`src/rtl/line_buffer_ctrl.sv`:
```
// Line-buffer sequencer for streaming binary-image window filters.
// Drives a bank of Lines single-bit RAMs (registered write address/enable,
// 1-cycle read latency). It rotates the write target per row and realigns
// the read data into a vertical column of Lines+1 pixels.
module line_buffer_ctrl #(
  parameter int AddrWidth   = 10,
  parameter int ImageWidth  = 640,
  parameter int ImageHeight = 480,
  parameter int RowWidth    = 9,
  parameter int Lines       = 2
) (
  input  logic                 Clock,
  input  logic                 nReset,
  input  logic                 FrameStart,
  input  logic                 PixelValid,
  input  logic                 PixelIn,
  output logic [AddrWidth-1:0] RamAddr,
  output logic [Lines-1:0]     RamWriteEnable,
  output logic                 RamDataIn,
  input  logic [Lines-1:0]     RamDataOut,
  output logic                 ColValid,
  output logic [Lines:0]       ColOut,
  output logic [AddrWidth-1:0] Col,
  output logic [RowWidth-1:0]  Row,
  output logic                 LineEnd,
  output logic                 FrameEnd
);

  localparam int SelWidth = (Lines > 1) ? $clog2(Lines) : 1;
  localparam logic [AddrWidth-1:0] LastCol = AddrWidth'(ImageWidth - 1);
  localparam logic [RowWidth-1:0]  LastRow = RowWidth'(ImageHeight - 1);
  localparam logic [SelWidth-1:0]  LastSel = SelWidth'(Lines - 1);
  localparam logic [Lines-1:0]     SelOne  = {{(Lines-1){1'b0}}, 1'b1};

  typedef enum logic {StIdle = 1'b0, StActive = 1'b1} state_t;

  state_t               state;
  logic [AddrWidth-1:0] colCnt;
  logic [RowWidth-1:0]  rowCnt;
  logic [SelWidth-1:0]  wrSel;
  logic [SelWidth-1:0]  selD;     // write target of the pixel now on ColOut
  logic                 pixelD;   // pixel now on ColOut

  logic                 accept;
  logic                 lastCol;
  logic                 lastRow;
  logic [AddrWidth-1:0] curCol;
  logic [RowWidth-1:0]  curRow;
  logic [SelWidth-1:0]  curSel;
  logic [SelWidth-1:0]  nextSel;

  // Current pixel position; a FrameStart pulse overrides the counters so a
  // same-cycle pixel lands at (0,0) in line buffer 0.
  always_comb begin
    accept = nReset && PixelValid && (FrameStart || (state == StActive));
    if (FrameStart) begin
      curCol = {AddrWidth{1'b0}};
      curRow = {RowWidth{1'b0}};
      curSel = {SelWidth{1'b0}};
    end else begin
      curCol = colCnt;
      curRow = rowCnt;
      curSel = wrSel;
    end
    lastCol = (curCol == LastCol);
    lastRow = (curRow == LastRow);
    if (curSel == LastSel) begin
      nextSel = {SelWidth{1'b0}};
    end else begin
      nextSel = curSel + 1'b1;
    end
  end

  assign RamAddr        = curCol;
  assign RamWriteEnable = accept ? (SelOne << curSel) : {Lines{1'b0}};

  // Frame sequencing FSM with counters, write-target rotation and the
  // registered column metadata that accompanies the RAM read data.
  always_ff @(posedge Clock or negedge nReset) begin
    if (!nReset) begin
      state     <= StIdle;
      colCnt    <= {AddrWidth{1'b0}};
      rowCnt    <= {RowWidth{1'b0}};
      wrSel     <= {SelWidth{1'b0}};
      selD      <= {SelWidth{1'b0}};
      pixelD    <= 1'b0;
      RamDataIn <= 1'b0;
      ColValid  <= 1'b0;
      Col       <= {AddrWidth{1'b0}};
      Row       <= {RowWidth{1'b0}};
      LineEnd   <= 1'b0;
      FrameEnd  <= 1'b0;
    end else begin
      RamDataIn <= PixelIn;
      ColValid  <= accept;
      LineEnd   <= accept && lastCol;
      FrameEnd  <= accept && lastCol && lastRow;
      if (accept) begin
        pixelD <= PixelIn;
        selD   <= curSel;
        Col    <= curCol;
        Row    <= curRow;
        if (lastCol && lastRow) begin
          state  <= StIdle;
          colCnt <= {AddrWidth{1'b0}};
          rowCnt <= {RowWidth{1'b0}};
          wrSel  <= nextSel;
        end else if (lastCol) begin
          state  <= StActive;
          colCnt <= {AddrWidth{1'b0}};
          rowCnt <= curRow + 1'b1;
          wrSel  <= nextSel;
        end else begin
          state  <= StActive;
          colCnt <= curCol + 1'b1;
          rowCnt <= curRow;
          wrSel  <= curSel;
        end
      end else if (FrameStart) begin
        pixelD <= 1'b0;
        state  <= StActive;
        colCnt <= {AddrWidth{1'b0}};
        rowCnt <= {RowWidth{1'b0}};
        wrSel  <= {SelWidth{1'b0}};
      end else begin
        pixelD <= 1'b0;
      end
    end
  end

  assign ColOut[0] = pixelD;

  // Tap k reads the buffer written k rows ago; rows above the frame top are
  // forced to 0 so stale or power-up RAM contents never reach the window.
  for (genvar k = 1; k <= Lines; k++) begin : gTap
    logic [SelWidth-1:0] srcSel;
    assign srcSel    = SelWidth'((int'(selD) + Lines - k) % Lines);
    assign ColOut[k] = (ColValid && (Row >= RowWidth'(k))) ? RamDataOut[srcSel] : 1'b0;
  end

endmodule

```
`config.mk`:
```
export PLATFORM = sky130hd
export DESIGN_NAME = line_buffer_ctrl
export DESIGN_NICKNAME = d
export VERILOG_FILES = /design/src/rtl/line_buffer_ctrl.sv
export SDC_FILE = /design/constraint.sdc
export NUM_CORES = 1
export LEC_CHECK = 0
export CAP_MARGIN = 15
export CORE_MARGIN = 10
export CORE_UTILIZATION = 45
export DETAILED_ROUTE_END_ITERATION = 8
export GPL_TIMING_DRIVEN = 0
export PLACE_DENSITY = 0.75
export SLEW_MARGIN = 20
export SYNTH_ARGS = -nofsm -noshare
export SYNTH_HDL_FRONTEND = slang
export SYNTH_SLANG_ARGS = --single-unit
```
`constraint.sdc`:
```
create_clock -name Clock -period 1.9 [get_ports Clock]
set_input_delay 0.285 -clock Clock [delete_from_list [all_inputs] [get_ports Clock]]
set_output_delay 0.285 -clock Clock [all_outputs]
set_load 0.05 [all_outputs]
```
# Word-level counts from Yosys, hierarchy flattened
# Index checks and enable logic that the tools add are counted.
# word_totals
inputBits,7
ff_bits,46
wordCells,58
# classes
n_addsub,6
shift,1
magnitude_cmp,4
eq_ne,2
n_mux,24
reduce_logical,9
# ops
operator,count
$mux 10,4
$mux 9,4
$mux 1,15
$add 10x1->10 const B,1
$eq 10x10->1 const B,1
$add 9x1->9 const B,1
$eq 9x9->1 const B,1
$ge 9x1->1 const B,1
$ge 9x2->1 const B,1
$logic_and 1x1->1,7
$lt 1x2->1 const B,2
$add 1x1->1 const B,2
$mux 2,1
$reduce_bool 2->1,1
$shl 1x1->2 const A,1
$sub 1x1->1 const B,2
$logic_or 1x1->1,1

# Longest topological paths before layout
# logic_depth
ltp_word,6
mapped_depth,10
mapped_depth_nobuf,8

# Worst setup path before layout
# OpenSTA, ideal clock, no wires.
# synth_timing
path_type,input port to flip-flop
from,input port FrameStart
to,register rowCnt[8]
path_stages,9
required_time_ns,1.822
slack_ns,-0.604
arrival_ns,2.426
path_cell_list,buf_2 -> clkinv_1 -> nand2_1 -> inv_1 -> ha_1 -> nand4b_1 -> or4_4 -> or4_1 -> a21oi_1
# synth_between
elab_chain_cells,5
elab_cells_between_ends,11
classes_between,add/sub: 1; eq/ne: 2; mux: 5; reduce/logical: 3
# synth_rtl
element,line,rtl
start: declaration,14,"input logic FrameStart,"
$mux 10 *,n/a,
via RamAddr[0],17,"output logic [AddrWidth-1:0] RamAddr,"
$eq 10x10->1 *,65,lastCol = (curCol == LastCol);
$mux 9 / $logic_and 1x1->1 (equally long branches),"108, 103",
$mux 9 *,103,if (lastCol && lastRow) begin
$mux 9 *,98,if (accept) begin
end signal: assignment,106,rowCnt <= {RowWidth{1'b0}};
end signal: assignment,111,rowCnt <= curRow + 1'b1;
end signal: assignment,116,rowCnt <= curRow;
end: declaration,39,logic [RowWidth-1:0] rowCnt;
# The timed path passes the listed nets; every way through them passes the cells marked *.
# A chain may end at the register's enable or synchronous reset.

# Worst setup path in the final report
# layout_timing
from,register colCnt[0]
to,register rowCnt[7]
# layout_between
elab_chain_cells,5
elab_cells_between_ends,6
classes_between,eq/ne: 1; mux: 4; reduce/logical: 1
# layout_rtl
element,line,rtl
start: declaration,38,logic [AddrWidth-1:0] colCnt;
start signal: assignment,82,colCnt <= {AddrWidth{1'b0}};
start signal: assignment,105,colCnt <= {AddrWidth{1'b0}};
start signal: assignment,110,colCnt <= {AddrWidth{1'b0}};
$mux 10 *,n/a,
$eq 10x10->1 *,65,
$mux 9 / $logic_and 1x1->1 (equally long branches),"108, 103",
$mux 9 *,103,
$mux 9 *,98,
# Every way passes the cells marked *; elsewhere a longest branch is shown, timed or not.

==> qor.yml <==
place:
  preCtsSetupSlack_ns: -1.05
  portBuffers: 44
  dp_hpwl_um: 3970
  gp_congestion: 0.835
  dp_cells: 316
status:
  status: "complete, but fails checks"
  violations: "setup timing"
clock_tree:
  clk_pin_slew_ns: 0.09
  cts.sinks: 46
  cts_buffers: 5
  cts_tree: "yes"
  cts_root_buffer: "clkbuf_8"
  clkLatencyLatePin_ns: 0.31
  cts_buffer_depth: 2
  cts.htree.levels: 2
drt:
  routed_wirelength_um: 6210
  wl_per_cell_um: 18.2
  ant_nets: 0
  firstDrtPassIters: 4
  viasPerCell: 5.52
  drc: 0
  vias: 1884
  drt-initial-drc-count: 155
sta:
  timing.slew.headroom_pct: 51.1
  rsz0062_at_grt: "true"
  period_minus_slack_ns: 2.00
  layout_setup_ws_ns: -0.105
  finalCritPeriodShare_pct: 106
  tightest_slew_ns: 0.730
  fin_skew_ns: 0.00590
  drv_slew: 0
  finalSetupViolations: 2
  fmax_mhz: 499
  setup-tns-final_ns: -0.178
  hold_violations: 0
cells_and_area:
  antenna_cells: 0
  layout_common_cells: "nand2_1, dfrtp_1, clkdlybuf4s50_1"
  instances_no_fill: 341
  final_nets: 298
  drive_above_1_share_pct: 23.5
  area_growth_pct: 46.1
  layout_commonest_cell: "nand2_1"
pwr:
  vdd_drop_max_uv: 391
  p_leak_nw: 1.50
  finalPower_mw: 1.78
  power_density_nw_per_um2: 574
die:
  initial_utilization_pct: 47.7
  die_area_um2: 7850
  dieWidth_um: 88.6
  placementRows: 24
  io_pins: 45
  fp.coreArea_um2: 4440
  fp.dieH_um: 88.6
yosys:
  synth.distinct_cells: 41
  ys_seq_area_share_pct: 54.3
  synth_cells: 219
  async_flop_share_pct: 100
  syn-num-nets: 228
  ys_warn_count: 0
  synth_edf_count: 0
  syn-mean-instance-area_um2: 9.67
  synth_ff_type: "dfrtp_1"
  synth.cell_area_um2: 2120
  ys_seq_elements: 46
worst_setup_path:
  worstPathArrival_ns: 2.23
  reg2regPathDepth: 7
  start_kind: "register"
  critPathKind: "reg2reg"
  rr_endpoint: "rowCnt[7]$_DFF_PN0_"
  r2r_slack_ns: -0.10
  crit-reg2reg-launch: "colCnt[0]$_DFF_PN0_"
  worstPathRequired_ns: 2.13
  setup.worst_path.end_class: "register"
  crit_fanout: 4
worst_hold_path:
  hold_path_class: "in2async"
run:
  drv_cap: 0
global_routing:
  grt_overflow: 0
  gr-usage-all-layers_pct: 15.8
  grt_pass1_vias: 1914
  grt_max_degree: 18
  grt_pass1_wl_um: 9550
  antenna_found_initial: 0
==> power by group <==
part | internal, mW | total, mW | switching, mW
combinational | 0.0814 | 0.198 | 0.117
clock | 0.248 | 0.583 | 0.336
sequential | 0.987 | 0.994 | 0.00647
total | 1.32 | 1.78 | 0.459
==> Yosys cell counts, types with 3 or more instances <==
library cell,n,area [µm²]
a31oi_1,3,18.8
clkbuf_1,6,22.5
dfrtp_1,46,1150
inv_1,9,33.8
mux2i_1,3,30.0
nand2_1,57,214
nand3_1,3,15.0
nand3b_1,3,22.5
nand4_1,3,18.8
nor2_1,13,48.8
nor2b_1,8,50.1
nor3_1,4,20.0
nor4_1,6,37.5
o21ai_0,13,65.1
xnor2_1,9,78.8
==> worst max-delay path, stage by stage, from the launching register on <==
cell        delay, ns
dfrtp_1          0.41
nand2_4          0.08
clkinvlp_4       0.10
ha_4             0.15
nand4b_1         0.13
or4_4            0.47
or4b_4           0.51
o21ai_2          0.09
==> logic make-up (layout without fill, tap and decap cells) <==
kind of cell | Yosys count | in the layout | synth area share (%)
buffers and inverters | 19 | 89 | 3.66
AO/OA/AOI/OAI | 25 | 25 | 7.32
AND/OR/NAND/NOR | 112 | 112 | 26.9
XOR/XNOR | 10 | 10 | 4.13
adder cells (fa/ha/maj) | 2 | 2 | 1.18
flip-flops | 46 | 46 | 54.3
multiplexers | 5 | 5 | 2.48
==> state kept, by name, indices dropped and copies added, names as in the netlist, 9 cells and up <==
signal	flops
colCnt	10
rowCnt	9
Col	10
Row	9
==> timing repair <==
action / in CTS / in global routing
endpoints found under the hold margin: 17 / 0
pin swaps: 3 / 9
gates cloned: 1 / 1
hold buffers: 2 / 0
endpoints found under the setup margin: 34 / 19
resized for setup: 51 / 28
setup buffers: 8 / 6
==> how the worst max path moves through the flow <==
stage | cells past startpoint | startpoint | end
floorplan | 9 | FrameStart | rowCnt[8]$_DFF_PN0_
detailed placement | 9 | FrameStart | rowCnt[0]$_DFF_PN0_
finish | 7 | colCnt[0]$_DFF_PN0_ | rowCnt[7]$_DFF_PN0_
global route | 7 | colCnt[0]$_DFF_PN0_ | rowCnt[7]$_DFF_PN0_
CTS | 7 | colCnt[0]$_DFF_PN0_ | rowCnt[7]$_DFF_PN0_
global placement | 5 | nReset | RamWriteEnable[0]
==> routing by layer <==
| layer | wire, µm | track usage, % | vias up |
|---|---|---|---|
| met5 | 0 | 0 | - |
| met4 | 155 | 7.49 | 0 |
| met3 | 416 | 5.06 | 15 |
| met2 | 3030 | 26.3 | 63 |
| met1 | 2600 | 17.9 | 927 |
| li1 | - | - | 879 |
==> metrics by stage <==
| stage | area [µm²] | util (%) | hold WS, ns |
|---|---|---|---|
| 4_1_cts | 2940 | 66.0 | 0.0525 |
| 3_3_place_gp | 2710 | 60.9 | 0.461 |
| 3_5_place_dp | 2720 | 61.2 | 0.245 |
| 2_1_floorplan | 2200 | - | -0.0106 |
| 6_report | 3100 | 69.7 | 0.0470 |
| 5_1_grt | 3100 | 69.7 | 0.0493 |
==> cell type report <==
cell class	count	area [µm²]
Timing Repair Buffer	63	617
Clock buffer	5	68.8
Tap cell	52	65.1
Clock inverter	2	10.0
Fill cell	341	1350
Sequential cell	46	1150
Inverter	10	57.6
Buffer	9	76.3
Multi-Input combinational cell	154	1050
(Power assumes the default switching activity.)
